### config.mk
export PLATFORM = sky130hd
export DESIGN_NAME = uart_param_xcvr
export DESIGN_NICKNAME = d
export VERILOG_FILES = /design/src/rtl/uart_param_xcvr.sv
export SDC_FILE = /design/constraint.sdc
export NUM_CORES = 1
export LEC_CHECK = 0
export BUFFER_PORTS_ARGS = -buffer_cell sky130_fd_sc_hd__buf_4
export CAP_MARGIN = 20
export CORE_ASPECT_RATIO = 0.75
export CORE_UTILIZATION = 55
export DETAILED_ROUTE_END_ITERATION = 6
export PLACE_DENSITY = 0.81
export REMOVE_ABC_BUFFERS = 1
export SYNTH_ARGS = -nofsm -noshare
export SYNTH_HDL_FRONTEND = slang
export SYNTH_SLANG_ARGS = --single-unit
export TNS_END_PERCENT = 10
### constraint.sdc
create_clock -name clk -period 3.9 [get_ports clk]
set_input_delay 0.39 -clock clk [delete_from_list [all_inputs] [get_ports clk]]
set_output_delay 0.39 -clock clk [all_outputs]
set_load 0.01 [all_outputs]
### src/rtl/uart_param_xcvr.sv
// uart_param_xcvr: parametrised full-duplex UART transceiver.
// Independent TX/RX FSMs, optional parity, 1/2 stop bits, loopback.
module uart_param_xcvr #(
  parameter int DATA_BITS    = 8,
  parameter int CLKS_PER_BIT = 16,
  parameter int PARITY       = 0,
  parameter int STOP_BITS    = 1
) (
  input  logic                 clk,
  input  logic                 rst_n,
  input  logic                 loopback,
  input  logic [DATA_BITS-1:0] tx_data,
  input  logic                 tx_valid,
  output logic                 tx_ready,
  output logic                 tx_out,
  input  logic                 rx_in,
  output logic [DATA_BITS-1:0] rx_data,
  output logic                 rx_valid,
  output logic                 rx_parity_err,
  output logic                 rx_frame_err
);

  localparam int CW = $clog2(CLKS_PER_BIT);
  localparam logic [CW-1:0] BIT_LAST  = CW'(CLKS_PER_BIT - 1);
  localparam logic [CW-1:0] STOP_LAST = CW'(CLKS_PER_BIT - 2);
  localparam logic [CW-1:0] HALF_SMP  = CW'(CLKS_PER_BIT / 2 - 2);
  localparam logic [3:0]    DATA_LAST = 4'(DATA_BITS - 1);
  localparam logic          SB_LAST   = (STOP_BITS == 2);
  localparam logic          PAR_EN    = (PARITY != 0);
  localparam logic          PAR_ODD   = (PARITY == 2);

  typedef enum logic [2:0] {
    TX_IDLE,
    TX_START,
    TX_DATA,
    TX_PAR,
    TX_STOP
  } tx_state_e;

  typedef enum logic [2:0] {
    RX_IDLE,
    RX_START,
    RX_DATA,
    RX_PAR,
    RX_STOP,
    RX_WAIT
  } rx_state_e;

  tx_state_e            tx_state_q, tx_state_d;
  logic [CW-1:0]        tx_cnt_q, tx_cnt_d;
  logic [3:0]           tx_idx_q, tx_idx_d;
  logic [DATA_BITS-1:0] tx_shr_q, tx_shr_d;
  logic                 tx_par_q, tx_par_d;
  logic                 tx_sidx_q, tx_sidx_d;
  logic                 tx_out_q, tx_out_d;
  logic                 tx_tick;

  always_ff @(posedge clk) begin
    if (!rst_n) begin
      tx_state_q <= TX_IDLE;
      tx_cnt_q   <= '0;
      tx_idx_q   <= '0;
      tx_shr_q   <= '0;
      tx_par_q   <= 1'b0;
      tx_sidx_q  <= 1'b0;
      tx_out_q   <= 1'b1;
    end else begin
      tx_state_q <= tx_state_d;
      tx_cnt_q   <= tx_cnt_d;
      tx_idx_q   <= tx_idx_d;
      tx_shr_q   <= tx_shr_d;
      tx_par_q   <= tx_par_d;
      tx_sidx_q  <= tx_sidx_d;
      tx_out_q   <= tx_out_d;
    end
  end

  assign tx_tick = (tx_cnt_q == BIT_LAST);

  always_comb begin
    tx_state_d = tx_state_q;
    tx_cnt_d   = tx_cnt_q;
    tx_idx_d   = tx_idx_q;
    tx_shr_d   = tx_shr_q;
    tx_par_d   = tx_par_q;
    tx_sidx_d  = tx_sidx_q;
    unique case (tx_state_q)
      TX_IDLE: begin
        if (tx_valid) begin
          tx_state_d = TX_START;
          tx_shr_d   = tx_data;
          tx_par_d   = (^tx_data) ^ PAR_ODD;
          tx_cnt_d   = '0;
          tx_idx_d   = '0;
          tx_sidx_d  = 1'b0;
        end
      end
      TX_START: begin
        tx_cnt_d = tx_cnt_q + 1'b1;
        if (tx_tick) begin
          tx_state_d = TX_DATA;
          tx_cnt_d   = '0;
        end
      end
      TX_DATA: begin
        tx_cnt_d = tx_cnt_q + 1'b1;
        if (tx_tick) begin
          tx_cnt_d = '0;
          tx_shr_d = tx_shr_q >> 1;
          tx_idx_d = tx_idx_q + 1'b1;
          if (tx_idx_q == DATA_LAST)
            tx_state_d = PAR_EN ? TX_PAR : TX_STOP;
        end
      end
      TX_PAR: begin
        tx_cnt_d = tx_cnt_q + 1'b1;
        if (tx_tick) begin
          tx_state_d = TX_STOP;
          tx_cnt_d   = '0;
        end
      end
      TX_STOP: begin
        tx_cnt_d = tx_cnt_q + 1'b1;
        // the IDLE cycle is the final stop cycle, so frames abut
        if (tx_sidx_q == SB_LAST && tx_cnt_q == STOP_LAST) begin
          tx_state_d = TX_IDLE;
          tx_cnt_d   = '0;
        end else if (tx_tick) begin
          tx_cnt_d  = '0;
          tx_sidx_d = 1'b1;
        end
      end
      default: tx_state_d = TX_IDLE;
    endcase
  end

  always_comb begin
    tx_out_d = 1'b1;
    unique case (tx_state_d)
      TX_START: tx_out_d = 1'b0;
      TX_DATA:  tx_out_d = tx_shr_d[0];
      TX_PAR:   tx_out_d = tx_par_d;
      default:  tx_out_d = 1'b1;
    endcase
  end

  assign tx_ready = (tx_state_q == TX_IDLE);
  assign tx_out   = tx_out_q;

  rx_state_e            rx_state_q, rx_state_d;
  logic [CW-1:0]        rx_cnt_q, rx_cnt_d;
  logic [3:0]           rx_idx_q, rx_idx_d;
  logic [DATA_BITS-1:0] rx_shr_q, rx_shr_d;
  logic                 rx_par_q, rx_par_d;
  logic                 rx_sidx_q, rx_sidx_d;
  logic                 rx_facc_q, rx_facc_d;
  logic                 sync1_q, sync2_q, prev_q;
  logic [DATA_BITS-1:0] rx_data_q, rx_data_d;
  logic                 rx_valid_q, rx_valid_d;
  logic                 rx_perr_q, rx_perr_d;
  logic                 rx_ferr_q, rx_ferr_d;
  logic                 rx_sel, rx_tick;

  assign rx_sel = loopback ? tx_out_q : rx_in;

  always_ff @(posedge clk) begin
    if (!rst_n) begin
      sync1_q    <= 1'b1;
      sync2_q    <= 1'b1;
      prev_q     <= 1'b1;
      rx_state_q <= RX_IDLE;
      rx_cnt_q   <= '0;
      rx_idx_q   <= '0;
      rx_shr_q   <= '0;
      rx_par_q   <= 1'b0;
      rx_sidx_q  <= 1'b0;
      rx_facc_q  <= 1'b0;
      rx_data_q  <= '0;
      rx_valid_q <= 1'b0;
      rx_perr_q  <= 1'b0;
      rx_ferr_q  <= 1'b0;
    end else begin
      sync1_q    <= rx_sel;
      sync2_q    <= sync1_q;
      prev_q     <= sync2_q;
      rx_state_q <= rx_state_d;
      rx_cnt_q   <= rx_cnt_d;
      rx_idx_q   <= rx_idx_d;
      rx_shr_q   <= rx_shr_d;
      rx_par_q   <= rx_par_d;
      rx_sidx_q  <= rx_sidx_d;
      rx_facc_q  <= rx_facc_d;
      rx_data_q  <= rx_data_d;
      rx_valid_q <= rx_valid_d;
      rx_perr_q  <= rx_perr_d;
      rx_ferr_q  <= rx_ferr_d;
    end
  end

  assign rx_tick = (rx_cnt_q == BIT_LAST);

  always_comb begin
    rx_state_d = rx_state_q;
    rx_cnt_d   = rx_cnt_q;
    rx_idx_d   = rx_idx_q;
    rx_shr_d   = rx_shr_q;
    rx_par_d   = rx_par_q;
    rx_sidx_d  = rx_sidx_q;
    rx_facc_d  = rx_facc_q;
    unique case (rx_state_q)
      RX_IDLE: begin
        if (prev_q && !sync2_q) begin
          rx_state_d = RX_START;
          rx_cnt_d   = '0;
        end
      end
      RX_START: begin
        rx_cnt_d = rx_cnt_q + 1'b1;
        // sampling here accepts a low pulse of CLKS_PER_BIT/2
        if (rx_cnt_q == HALF_SMP) begin
          rx_cnt_d   = '0;
          rx_idx_d   = '0;
          rx_state_d = sync2_q ? RX_IDLE : RX_DATA;
        end
      end
      RX_DATA: begin
        rx_cnt_d = rx_cnt_q + 1'b1;
        if (rx_tick) begin
          rx_cnt_d = '0;
          rx_shr_d = {sync2_q, rx_shr_q[DATA_BITS-1:1]};
          rx_idx_d = rx_idx_q + 1'b1;
          if (rx_idx_q == DATA_LAST) begin
            rx_state_d = PAR_EN ? RX_PAR : RX_STOP;
            rx_sidx_d  = 1'b0;
            rx_facc_d  = 1'b0;
          end
        end
      end
      RX_PAR: begin
        rx_cnt_d = rx_cnt_q + 1'b1;
        if (rx_tick) begin
          rx_cnt_d   = '0;
          rx_par_d   = sync2_q;
          rx_state_d = RX_STOP;
        end
      end
      RX_STOP: begin
        rx_cnt_d = rx_cnt_q + 1'b1;
        if (rx_tick) begin
          rx_cnt_d  = '0;
          rx_sidx_d = 1'b1;
          rx_facc_d = rx_facc_q | ~sync2_q;
          if (rx_sidx_q == SB_LAST)
            rx_state_d = rx_facc_d ? RX_WAIT : RX_IDLE;
        end
      end
      RX_WAIT: begin
        if (sync2_q) rx_state_d = RX_IDLE;
      end
      default: rx_state_d = RX_IDLE;
    endcase
  end

  always_comb begin
    rx_valid_d = 1'b0;
    rx_data_d  = rx_data_q;
    rx_perr_d  = rx_perr_q;
    rx_ferr_d  = rx_ferr_q;
    if (rx_state_q == RX_STOP && rx_tick &&
        rx_sidx_q == SB_LAST) begin
      rx_valid_d = 1'b1;
      rx_data_d  = rx_shr_q;
      rx_perr_d  = PAR_EN &&
                   (rx_par_q != ((^rx_shr_q) ^ PAR_ODD));
      rx_ferr_d  = rx_facc_q | ~sync2_q;
    end
  end

  assign rx_data       = rx_data_q;
  assign rx_valid      = rx_valid_q;
  assign rx_parity_err = rx_perr_q;
  assign rx_frame_err  = rx_ferr_q;

endmodule

==> impl_metrics.env <==
export IMPL_synthCells=309
export IMPL_die_x_um=81.9
export IMPL_grt_use_met1_pct=32.2
export IMPL_status="finished, final reports clean"
export IMPL_start_util_pct=58.3
export IMPL_hold_viol_final=0
export IMPL_port_buffers=24
export IMPL_worstPathArrival_ns=2.16
export IMPL_num_io_pins=26
export IMPL_powerDensity_nw_per_um2=365
export IMPL_fmax_ghz=0.511
export IMPL_detail_route_wl_per_cell_um=12.8
export IMPL_worst_setup_path_end_kind="flop"
export IMPL_ys_warn_count=0
export IMPL_maxSlewHeadroom_pct=53.3
export IMPL_cts_resized=0
export IMPL_die_area_um2=5070
export IMPL_cts_tree="done"
export IMPL_leakagePower_nw=1.09
export IMPL_netlist_area_um2=2640
export IMPL_crit_fanout=11
export IMPL_postCtsSetupRepairBufs=0
export IMPL_p_comb_share_pct=12.6
export IMPL_path_clk_slew_ns=0.10
export IMPL_dpl_hpwl_mm=3.50
export IMPL_cts_root_buf="clkbuf_8"
export IMPL_hp_class="in2reg"
export IMPL_grt_total_usage_pct=21.6
export IMPL_p_int_mw=0.777
export IMPL_grt_util_met3_pct=3.94
export IMPL_gp_congestion=0.810
export IMPL_vias=2141
export IMPL_switching_power_mw=0.278
export IMPL_maxSlewViolCount=0
export IMPL_cp_data_required_time_ns=4.10
export IMPL_viasPerCell=5.59
export IMPL_diodes=0
export IMPL_synthDistinctLibCells=58
export IMPL_swShare_pct=26.4
export IMPL_synth_top_flop_cell="dfxtp_1"
export IMPL_finalClockSkew_ns=0.0106
export IMPL_clockBufferDepth=2
export IMPL_clkSinkCount=56
export IMPL_ir_drop_mv=0.271
export IMPL_drc=0
export IMPL_seq_area_frac_synth_pct=42.5
export IMPL_die_height_um=61.9
export IMPL_synthArstFlopShare_pct=0
export IMPL_cts_htree_levels=2
export IMPL_first_iter_violations=108
export IMPL_period_share_pct=50.2
export IMPL_grt_max_degree=41
export IMPL_fin_ws_ns=1.94
export IMPL_wl_mm=4.90
export IMPL_post_place_ws_ns=1.93
export IMPL_first_pass_iters=5
export IMPL_grt_met2_usage_pct=32.0
export IMPL_syn_area_per_cell_um2=8.53
export IMPL_drive_above_1_share_pct=15.0
export IMPL_ys_ff_latch=56
export IMPL_rsz0062_at_grt="false"
export IMPL_ant_nets=0
export IMPL_ctsHoldBuffers=0
export IMPL_critPathLaunchType="flop"
export IMPL_nets=344
export IMPL_grt_pass1_wl_mm=8.40
export IMPL_antenna_found_initial=0
export IMPL_whs_ns=0.319
export IMPL_top_usage_layer="met1"
export IMPL_cts_buffers=5
export IMPL_finalCriticalPeriod_ns=1.96
export IMPL_maxCapViolCount=0
export IMPL_synth_edff_count=0
export IMPL_syn_to_final_growth_pct=9.78
export IMPL_seqPwrFrac_pct=57.6
export IMPL_worst_pin_slew_ns=0.699
export IMPL_core_um2=4520
export IMPL_clk_latency_ns=0.30
export IMPL_crit_type="reg2reg"
export IMPL_grt_ovfl_total=0
export IMPL_first_global_vias=1847
export IMPL_finalSetupViolCount=0
export IMPL_rows=21
export IMPL_clock_power_share_pct=29.8
export IMPL_setup_tns_final_ns=0
==> layout by cell type (no fill, tap or decap), drive strengths merged, types with 3 or more instances in the layout <==
master	synthesis	layout
nor2b	4	4
mux2i	4	4
or3	4	4
nor3	4	4
nor2	25	25
o21ai	9	9
a211oi	3	3
ha	6	6
nand2b	6	6
nand3	7	7
nand3b	5	5
xnor2	7	7
buf	11	26
clkbuf	6	5
inv	8	9
and2	4	4
a21oi	40	40
a22oi	11	11
dfxtp	56	56
nand2	54	54
nand4	4	4
==> metrics by stage <==
stage	cells	power (mW)	utilization (%)	cell area [um^2]
final	383	1.06	64.0	2890
after global routing	383	1.11	64.0	2890
after CTS	383	1.06	64.0	2890
after detailed placement	375	0.753	62.0	2800
after global placement	375	0.750	62.0	2800
after floorplan	292	0.711	-	2530
==> metal layers <==
layer / up-vias / wire length [um]
met5: - / 0
met4: 0 / 40
met3: 5 / 173
met2: 47 / 1990
met1: 982 / 2700
li1: 1107 / -
==> registers in the layout, indices dropped and copies added, names as in the netlist, 3 cells and up <==
register and flops:
rx_shr_q 8, tx_shr_q 8, tx_idx_q 4, rx_idx_q 4
rx_cnt_q 4, tx_cnt_q 4, tx_state_q 3, rx_state_q 3
rx_data 8
==> critical path: stages (launching register included) <==
cell     delay [ns]
dfxtp_1        0.43
nor4b_4        0.63
a31oi_2        0.18
a221o_1        0.35
nor3_1         0.19
o21ai_1        0.07
==> logic make-up (layout without fill, tap and decap cells) <==
kind of cell,count (synthesis),in the layout,share of synthesized area [%]
AO/OA/AOI/OAI,81,81,19.8
XOR/XNOR,9,9,2.99
adder cells (fa/ha/maj),6,6,2.85
buffers and inverters,25,42,4.94
flip-flops,56,56,42.5
multiplexers,5,5,1.95
other,1,1,0.142
AND/OR/NAND/NOR,126,126,24.8
==> cell type report <==
class                   instances  area [um^2]
fillers                       394         1630
multi-input cells             228         1380
flip-flops and latches         56         1120
repair buffers                 26          195
well taps                      57         71.3
clock buffers                   5         68.8
inverters                       8         30.0
clock inverters                 3         22.5
==> cell usage after synthesis (4+ instances only) <==
library cell,number,area [um^2]
and2_1,4,25.0
nand3_1,6,30.0
clkbuf_1,5,18.8
a22oi_1,10,75.1
a21oi_1,40,200
dfxtp_1,56,1120
xnor2_1,7,61.3
mux2i_1,4,40.0
ha_1,6,75.1
inv_1,8,30.0
nor2_1,24,90.1
nand2_1,54,203
nand2b_1,6,37.5
buf_2,7,35.0
nand4_1,4,25.0
o21ai_0,7,35.0
nand3b_1,5,37.5
==> path summary, 6_finish.rpt <==
path / startpoint / end / slack [ns] / cells after the start
max: tx_state_q[2] / tx_out / 1.94 / 5
min: rx_in / sync1_q / 0.32 / 3
max reg2reg: tx_state_q[2] / tx_out / 1.94 / 5
min reg2reg: sync1_q / sync2_q / 0.42 / 1
==> power by group through the flow <==
stage | Clock (mW) | Sequential [mW] | Combinational, mW
CTS | 0.325 | 0.607 | 0.132
finish | 0.314 | 0.608 | 0.133
global placement | 0 | 0.620 | 0.130
global route | 0.345 | 0.612 | 0.151
floorplan | 0 | 0.616 | 0.0945
detailed placement | 0 | 0.621 | 0.132
Note: power is estimated with default switching activity, not from simulation.
